**config.mk**
```make
export PLATFORM = sky130hd
export DESIGN_NAME = rst_sequencer
export DESIGN_NICKNAME = d
export VERILOG_FILES = /design/src/rtl/rst_pkg.sv /design/src/rtl/rst_sync_chain.sv /design/src/rtl/rst_sequencer.sv
export SDC_FILE = /design/constraint.sdc
export NUM_CORES = 1
export LEC_CHECK = 0
export BUFFER_PORTS_ARGS = -buffer_cell sky130_fd_sc_hd__buf_4
export CORE_AREA = 2 2 39 41
export DETAILED_ROUTE_END_ITERATION = 8
export DIE_AREA = 0 0 41 43
export MAX_ROUTING_LAYER = met4
export SLEW_MARGIN = 20
export SYNTH_ARGS = -nofsm -noshare
export SYNTH_HDL_FRONTEND = slang
export SYNTH_SLANG_ARGS = --single-unit
export TNS_END_PERCENT = 30
```
**constraint.sdc**
```tcl
create_clock -name clk -period 2.1 [get_ports clk]
set_clock_uncertainty 0.05 [all_clocks]
set_input_delay 0.42 -clock clk [delete_from_list [all_inputs] [get_ports clk]]
set_output_delay 0.42 -clock clk [all_outputs]
set_load 0.02 [all_outputs]
```
**src/rtl/rst_pkg.sv**
```systemverilog
// Shared definitions for the reset sequencer: FSM state encoding and
// default parameter values.
package rst_pkg;

   typedef enum logic [1:0] {
      RST_ST_RESET   = 2'b00,
      RST_ST_STRETCH = 2'b01,
      RST_ST_RUN     = 2'b10,
      RST_ST_SOFT    = 2'b11
   } rst_state_e;

   localparam int RST_SYNC_STAGES_DEF    = 2;
   localparam int RST_STRETCH_CYCLES_DEF = 16;

endpackage

```
**src/rtl/rst_sync_chain.sv**
```systemverilog
// Reset-release synchronizer: a shift chain of 1s, cleared asynchronously by rst_n.
module rst_sync_chain
   import rst_pkg::*;
#(
   parameter int STAGES = RST_SYNC_STAGES_DEF
) (
   input  logic              clk,
   input  logic              rst_n,
   output logic [STAGES-1:0] chain
);

   logic [STAGES-1:0] chain_q;
   logic [STAGES-1:0] chain_d;

   always_comb begin
      chain_d = {chain_q[STAGES-2:0], 1'b1};
   end

   always_ff @(posedge clk or negedge rst_n) begin
      if (!rst_n) begin
         chain_q <= '0;
      end else begin
         chain_q <= chain_d;
      end
   end

   assign chain = chain_q;

endmodule

```
**src/rtl/rst_sequencer.sv**
```systemverilog
// Reset sequencer: synchronizes rst_n release, stretches it, and drives
// async/sync reset outputs. Optional warm-reset handshake under `SOFT_RST_EN.
module rst_sequencer
   import rst_pkg::*;
#(
   parameter int SYNC_STAGES    = RST_SYNC_STAGES_DEF,
   parameter int STRETCH_CYCLES = RST_STRETCH_CYCLES_DEF
) (
   input  logic       clk,
   input  logic       rst_n,
`ifdef SOFT_RST_EN
   input  logic       sw_rst_req,
   output logic       sw_rst_ack,
`endif
   output logic       rst_out,
   output logic       rst_sync,
   output logic       ready,
   output logic [1:0] state
);

   localparam int CNT_W = $clog2(STRETCH_CYCLES + 1);

   if (SYNC_STAGES < 2) begin : g_bad_sync
      $error("rst_sequencer: SYNC_STAGES must be at least 2");
   end
   if (STRETCH_CYCLES < 1) begin : g_bad_stretch
      $error("rst_sequencer: STRETCH_CYCLES must be at least 1");
   end

   logic [SYNC_STAGES-1:0] chain;

   rst_sync_chain #(
      .STAGES (SYNC_STAGES)
   ) u_sync_chain (
      .clk   (clk),
      .rst_n (rst_n),
      .chain (chain)
   );

   rst_state_e       state_q, state_d;
   logic [CNT_W-1:0] cnt_q, cnt_d;
   logic             rst_out_q, rst_out_d;
   logic             rst_sync_q, rst_sync_d;
   logic             ready_q, ready_d;
   logic             cnt_done;
   logic             chain_full;

`ifdef SOFT_RST_EN
   logic ack_q, ack_d;
   logic blk_q, blk_d;
`endif

   assign cnt_done = (cnt_q == CNT_W'(STRETCH_CYCLES - 1));

   // The last stage loads 1 on the same edge that all earlier stages read 1,
   // so STRETCH is entered exactly when the last stage goes high.
   assign chain_full = &chain[SYNC_STAGES-2:0];

   always_comb begin
      state_d = state_q;
      cnt_d   = cnt_q;
`ifdef SOFT_RST_EN
      ack_d = ack_q;
      blk_d = blk_q;
      // A request held through power-on must be dropped before it counts.
      if (!sw_rst_req) begin
         ack_d = 1'b0;
         blk_d = 1'b0;
      end else if (state_q == RST_ST_RESET || state_q == RST_ST_STRETCH) begin
         blk_d = 1'b1;
      end
`endif

      case (state_q)
         RST_ST_RESET: begin
            cnt_d = '0;
            if (chain_full) begin
               state_d = RST_ST_STRETCH;
            end
         end
         RST_ST_STRETCH: begin
            if (cnt_done) begin
               state_d = RST_ST_RUN;
            end else begin
               cnt_d = cnt_q + CNT_W'(1);
            end
         end
         RST_ST_RUN: begin
`ifdef SOFT_RST_EN
            if (sw_rst_req && !ack_q && !blk_q) begin
               state_d = RST_ST_SOFT;
               cnt_d   = '0;
            end
`endif
         end
`ifdef SOFT_RST_EN
         RST_ST_SOFT: begin
            if (cnt_done) begin
               state_d = RST_ST_RUN;
               ack_d   = 1'b1;
            end else begin
               cnt_d = cnt_q + CNT_W'(1);
            end
         end
`endif
         default: begin
            state_d = RST_ST_RESET;
            cnt_d   = '0;
         end
      endcase

      // Final chain stage also gates release as a safety interlock.
      ready_d    = (state_d == RST_ST_RUN) && chain[SYNC_STAGES-1];
      rst_out_d  = !ready_d;
      rst_sync_d = rst_out_q || rst_out_d;
   end

   always_ff @(posedge clk or negedge rst_n) begin
      if (!rst_n) begin
         state_q    <= RST_ST_RESET;
         cnt_q      <= '0;
         rst_out_q  <= 1'b1;
         rst_sync_q <= 1'b1;
         ready_q    <= 1'b0;
      end else begin
         state_q    <= state_d;
         cnt_q      <= cnt_d;
         rst_out_q  <= rst_out_d;
         rst_sync_q <= rst_sync_d;
         ready_q    <= ready_d;
      end
   end

`ifdef SOFT_RST_EN
   always_ff @(posedge clk or negedge rst_n) begin
      if (!rst_n) begin
         ack_q <= 1'b0;
         blk_q <= 1'b0;
      end else begin
         ack_q <= ack_d;
         blk_q <= blk_d;
      end
   end

   assign sw_rst_ack = ack_q;
`endif

   assign rst_out  = rst_out_q;
   assign rst_sync = rst_sync_q;
   assign ready    = ready_q;
   assign state    = state_q;

endmodule

```
# Word level (Yosys, flattened, before mapping)
# Index checks and enable logic that the tools add are counted.
dict set report op_classes {
  addsub 1
  n_eq_ne 5
  n_mux 5
  bitwise_logic 1
  n_reduce_logical 5
}
# operator n
set ops {}
lappend ops {{one-hot mux 5 bit (2 select lines)} 1}
lappend ops {{one-hot mux 2 bit (3 select lines)} 1}
lappend ops {{adder 5 x 1 -> 5 bit (second input constant)} 1}
lappend ops {{equality test 5 x 4 -> 1 bit (second input constant)} 1}
lappend ops {{two-way mux 5 bit} 1}
lappend ops {{equality test 2 bit (second input constant)} 2}
lappend ops {{two-way mux 2 bit} 2}
lappend ops {{equality test 2 x 1 -> 1 bit (second input constant)} 1}
lappend ops {{logical NOT 2 bit} 1}
lappend ops {{inequality test 2 bit (second input constant)} 1}
lappend ops {{AND reduction 2 bit} 1}
lappend ops {{logical AND 1 bit} 1}
lappend ops {{logical NOT 1 bit} 1}
lappend ops {{logical OR 1 bit} 1}
lappend ops {{NOT 1 bit} 1}
dict set report totals {
  regBits 12
  in_bits 2
}

# Logic depth before layout (Yosys ltp)
dict set report logic_depth {
  depth_word 7
  depth_mapped 6
  depth_no_buf 6
}

# Cells and area by module
# A second synthesis with hierarchy kept.
dict set report unflattened {
  hier_cells 41
  area_unflattened_um2 539.3
}
# module instances cells_each area_each_um2 seq_area_each_um2
set modules_own_cells {}
lappend modules_own_cells {rst_sequencer 1 38 485.5 252.7}
lappend modules_own_cells {rst_sync_chain 1 3 53.8 50.0}

# Worst setup path after synthesis
# Ideal clock, no wire load.
dict set report synth_timing {
  path_type {reg-to-reg}
  start {reg cnt_q[0]}
  end {reg state_q[1] (netlist: state[1])}
  setup_ns 0.127
  arrival_ns 1.436
  t_required_ns 1.923
  setup_slack_ns 0.487
  stages_incl_launch_ff 6
  synth_period_minus_slack_ns 1.613
  cell_sequence {dfrtp_1 > ha_1 > and3_1 > ha_1 > and3b_1 > or2_2}
}
dict set report synth_between {
  elab_chain_cells 3
}
# element line
set synth_rtl {}
lappend synth_rtl {{start: declaration} rst_sequencer.sv:41} ;# logic [CNT_W-1:0] cnt_q, cnt_d;
lappend synth_rtl {{start signal: assignment} rst_sequencer.sv:127} ;# cnt_q <= cnt_d;
lappend synth_rtl {{equality test 5 x 4 -> 1 bit} rst_sequencer.sv:53} ;# assign cnt_done = (cnt_q == CNT_W'(STRETCH_CYCLES - 1));
lappend synth_rtl {{two-way mux 2 bit} rst_sequencer.sv:82} ;# if (cnt_done) begin
lappend synth_rtl {{one-hot mux 2 bit (3 select lines)} rst_sequencer.sv:74} ;# case (state_q)
lappend synth_rtl {{named net state_d[1]} rst_sequencer.sv:40} ;# rst_state_e state_q, state_d;
lappend synth_rtl {{end signal: assignment} rst_sequencer.sv:126} ;# state_q <= state_d;
lappend synth_rtl {{end: declaration} rst_sequencer.sv:40}
# The timed path passes the listed nets, and every way through them passes these cells.
# A chain may end at the register's enable or synchronous reset.

# Worst setup path after layout
# Ends and elaborated chain as after synthesis.

==> impl_metrics.env <==
export IMPL_outcome="finished, final reports clean"
export IMPL_initial_antenna_violation_count=0
export IMPL_cts_tree="yes"
export IMPL_critPathCapture="state[1]$_DFF_PN0_"
export IMPL_synthDominantAreaCellType="sky130_fd_sc_hd__dfrtp_1"
export IMPL_critPathLaunchType="register"
export IMPL_fin_setup_tns_ns=0
export IMPL_timing_hold_violations_final=0
export IMPL_detail_route_first_pass_iterations=2
export IMPL_floorplan_initialDensity=0.376
export IMPL_vias_per_cell=4.31
export IMPL_crit_reg2reg_launch="cnt_q[0]$_DFFE_PN0P_"
export IMPL_io_buffer_count=6
export IMPL_fin_util=0.457
export IMPL_cap_viol_max_count=0
export IMPL_rr_endpoint="state[1]$_DFF_PN0_"
export IMPL_critPathTopFamily="simple AND/OR/NAND/NOR gates"
export IMPL_gp_routability_congestion=0.662
export IMPL_grt_pass1_vias=298
export IMPL_worst_setup_path_end_kind="register"
export IMPL_cp_num_cells=5
export IMPL_worstSetupStartpoint="cnt_q[0]$_DFFE_PN0P_"
export IMPL_die_width_um=41
export IMPL_die_y_um=43
export IMPL_grt_first_pass_wirelength_um=1340
export IMPL_core_area_um2=1380
export IMPL_cts_inserted_buffers=3
export IMPL_setup_violations=0
export IMPL_cell_area_after_synthesis_um2=520
export IMPL_grt_usage=0.122
export IMPL_vias=306
export IMPL_post_synth_cell_area_avg_um2=11.8
export IMPL_cellPowerDensity_nw_per_um2=1210
export IMPL_rsz_0062_raised_after_global_routing="false"
export IMPL_critical_path_slowest_cell="sky130_fd_sc_hd__dfrtp_1"
export IMPL_core_rowCount=14
export IMPL_place_area_um2=586
export IMPL_fraction_of_layout_instances_using_a_drive_strength_above_1=0.291
export IMPL_numPlacedInstances=66
export IMPL_final_design_area_no_fill_um2=632
export IMPL_net_count_after_synthesis=48
export IMPL_grt_start_max_net_pins=13
export IMPL_synth_top_cell_area_share=0.481
export IMPL_worstPathBufferInverterCount=0
export IMPL_worstPathArrival_ns=1.80
export IMPL_critical_path_peak_fanout=6
export IMPL_finalWirelength_um=750
export IMPL_crit_type="register to register"
export IMPL_dp_hpwl_um=538
export IMPL_die_area_um2=1760
export IMPL_synth_ff_latch_count=12
export IMPL_total_leakage_power_nw=0.309
export IMPL_cts_root_buffer="sky130_fd_sc_hd__clkbuf_4"
export IMPL_ctsLongestPathBuffers=2
export IMPL_ff2ff_setup_slack_ns=0.41
export IMPL_power_ir_vdd_worst_mv=0.520
export IMPL_route_detailed_wl_per_inst_um=10.6
export IMPL_ys_top_cells_by_area="sky130_fd_sc_hd__dfrtp_1 (48%), sky130_fd_sc_hd__dfstp_2 (10%), sky130_fd_sc_hd__mux2i_1 (5.8%)"
export IMPL_cts_htree_levels=1
export IMPL_pin_count=7
export IMPL_type_of_the_worst_min_delay_path="register to register"
export IMPL_crit_required_ns=2.21
export IMPL_holdWs_ns=0.327
export IMPL_rr_worst_depth=5
export IMPL_flow_area_growth_from_synthesis_pct=21.4
export IMPL_finalCriticalPeriod_ns=1.69
export IMPL_path_cells="ha_1 > and3_1 > ha_1 > and3b_1 > or2_2"
export IMPL_antenna_viol_nets_final=0
export IMPL_layout_worst_path_cycle_share=0.804
export IMPL_worst_setup_hold_path_clk_slew_ns=0.08
export IMPL_postSynthCellCount=44
export IMPL_insertion_delay_ns=0.27
export IMPL_max_clock_freq_mhz=592
export IMPL_ys_seq_area_frac=0.582
export IMPL_fin_nets=60
export IMPL_cpPeakStageDelay_ns=0.42
export IMPL_stdcell_count=71
export IMPL_remaining_drc_errors=0
export IMPL_n_antenna_cell=0
export IMPL_grt_overflow_total=0
export IMPL_post_synth_num_cell_types=21
export IMPL_ys_warn_count=0
export IMPL_drt_initial_drc_count=5
export IMPL_timing_final_max_slew_violations=0
export IMPL_critical_path_most_common_cell="sky130_fd_sc_hd__ha_1"
export IMPL_total_clock_sinks=12
[cells by family (layout without fill, tap and decap cells)]
family	count (synthesis)	after routing	synth area share
simple gates	13	13	0.154
xor+xnor	3	3	0.0505
other cells	1	1	0.00720
fa+ha+maj	2	2	0.0481
buf+inv	4	15	0.0288
mux	3	3	0.0577
compound gates	6	6	0.0721
flops	12	12	0.582
[report_power, final]
part | switching, mW | total, mW | internal [mW]
clock | 0.0753 | 0.181 | 0.105
combinational | 0.112 | 0.228 | 0.116
sequential | 0.0575 | 0.353 | 0.296
total | 0.245 | 0.761 | 0.517
[flip-flops by register name, summed over array words and instances, names as in the netlist]
signal and cells:
cnt_q 5, state 2, rst_sync 1, ready 1, u_sync_chain.chain 2, rst_out 1
[synthesized netlist by cell type]
master,count
sky130_fd_sc_hd__or2_2,1
sky130_fd_sc_hd__dfstp_2,2
sky130_fd_sc_hd__nor2_1,1
sky130_fd_sc_hd__xnor2_1,1
sky130_fd_sc_hd__dfrtp_1,10
sky130_fd_sc_hd__and2b_2,1
sky130_fd_sc_hd__inv_1,4
sky130_fd_sc_hd__and3_1,1
sky130_fd_sc_hd__ha_1,2
sky130_fd_sc_hd__and2b_4,1
sky130_fd_sc_hd__o21ai_2,1
sky130_fd_sc_hd__and3b_1,1
sky130_fd_sc_hd__nand4b_1,1
sky130_fd_sc_hd__nand2_1,4
sky130_fd_sc_hd__nand2b_1,1
sky130_fd_sc_hd__a22o_1,1
sky130_fd_sc_hd__mux2i_1,3
sky130_fd_sc_hd__o21ai_0,4
sky130_fd_sc_hd__conb_1,1
sky130_fd_sc_hd__or2_1,1
sky130_fd_sc_hd__xor2_1,2
[stage by stage]
| stage | setup WS, ns | total power [mW] |
|---|---|---|
| floorplan | 0.487 | 0.519 |
| global placement | 0.431 | 0.580 |
| finish | 0.411 | 0.761 |
| detailed placement | 0.422 | 0.586 |
| global route | 0.282 | 0.837 |
| CTS | 0.412 | 0.774 |
[worst min-delay path by stage]
stage	end	cells after the start	from	slack (ns)
floorplan	cnt_q[0]$_DFFE_PN0P_	0	rst_n	0.07
global placement	ready$_DFF_PN0_	1	rst_n	0.22
detailed placement	ready$_DFF_PN0_	1	rst_n	0.22
CTS	u_sync_chain.chain[1]$_DFF_PN0_	0	u_sync_chain.chain[0]$_DFF_PN0_	0.33
global route	u_sync_chain.chain[1]$_DFF_PN0_	0	u_sync_chain.chain[0]$_DFF_PN0_	0.35
finish	u_sync_chain.chain[1]$_DFF_PN0_	0	u_sync_chain.chain[0]$_DFF_PN0_	0.33
[per-layer routing]
metal / vias up / track usage / share of wire
met5: - / - / 0
met4: 0 / 0.100 / 0.012
met3: 2 / 0.0314 / 0.048
met2: 6 / 0.138 / 0.41
met1: 134 / 0.174 / 0.53
li1: 164 / - / -
[cell usage in the layout (no fill, tap or decap)]
master                          Yosys  layout
sky130_fd_sc_hd__o21ai_2            1       1
sky130_fd_sc_hd__dlygate4sd3_1      0       1
sky130_fd_sc_hd__dfstp_2            2       2
sky130_fd_sc_hd__and3_1             1       1
sky130_fd_sc_hd__nor2_1             1       1
sky130_fd_sc_hd__ha_1               2       2
sky130_fd_sc_hd__clkbuf_4           0       3
sky130_fd_sc_hd__dfrtp_1           10      10
sky130_fd_sc_hd__or2_2              1       1
sky130_fd_sc_hd__and2b_2            1       1
sky130_fd_sc_hd__a22o_1             1       1
sky130_fd_sc_hd__and3b_1            1       1
sky130_fd_sc_hd__nand2_1            4       4
sky130_fd_sc_hd__inv_1              4       4
sky130_fd_sc_hd__mux2i_1            3       3
sky130_fd_sc_hd__o21ai_0            4       4
sky130_fd_sc_hd__buf_4              0       6
sky130_fd_sc_hd__or2_1              1       1
sky130_fd_sc_hd__and2b_4            1       1
sky130_fd_sc_hd__nand2b_1           1       1
sky130_fd_sc_hd__nand4b_1           1       1
sky130_fd_sc_hd__conb_1             1       1
sky130_fd_sc_hd__xor2_1             2       2
sky130_fd_sc_hd__xnor2_1            1       1
sky130_fd_sc_hd__clkbuf_8           0       1
[cell type report]
| cell class | instances | area [um^2] |
|---|---|---|
| Fill cell | 131 | 752 |
| Multi-Input combinational cell | 28 | 203 |
| Tap cell | 16 | 20.0 |
| Clock buffer | 4 | 36.3 |
| Inverter | 4 | 15.0 |
| Sequential cell | 12 | 303 |
| Timing Repair Buffer | 7 | 55.1 |
[timing repair]
action / 4_1_cts / 5_1_grt
resized for setup: 0 / 0
endpoints found under the hold margin: 10 / 0
hold buffers: 1 / 0
setup buffers: 0 / 0
Note: power is estimated with default switching activity, not from simulation.
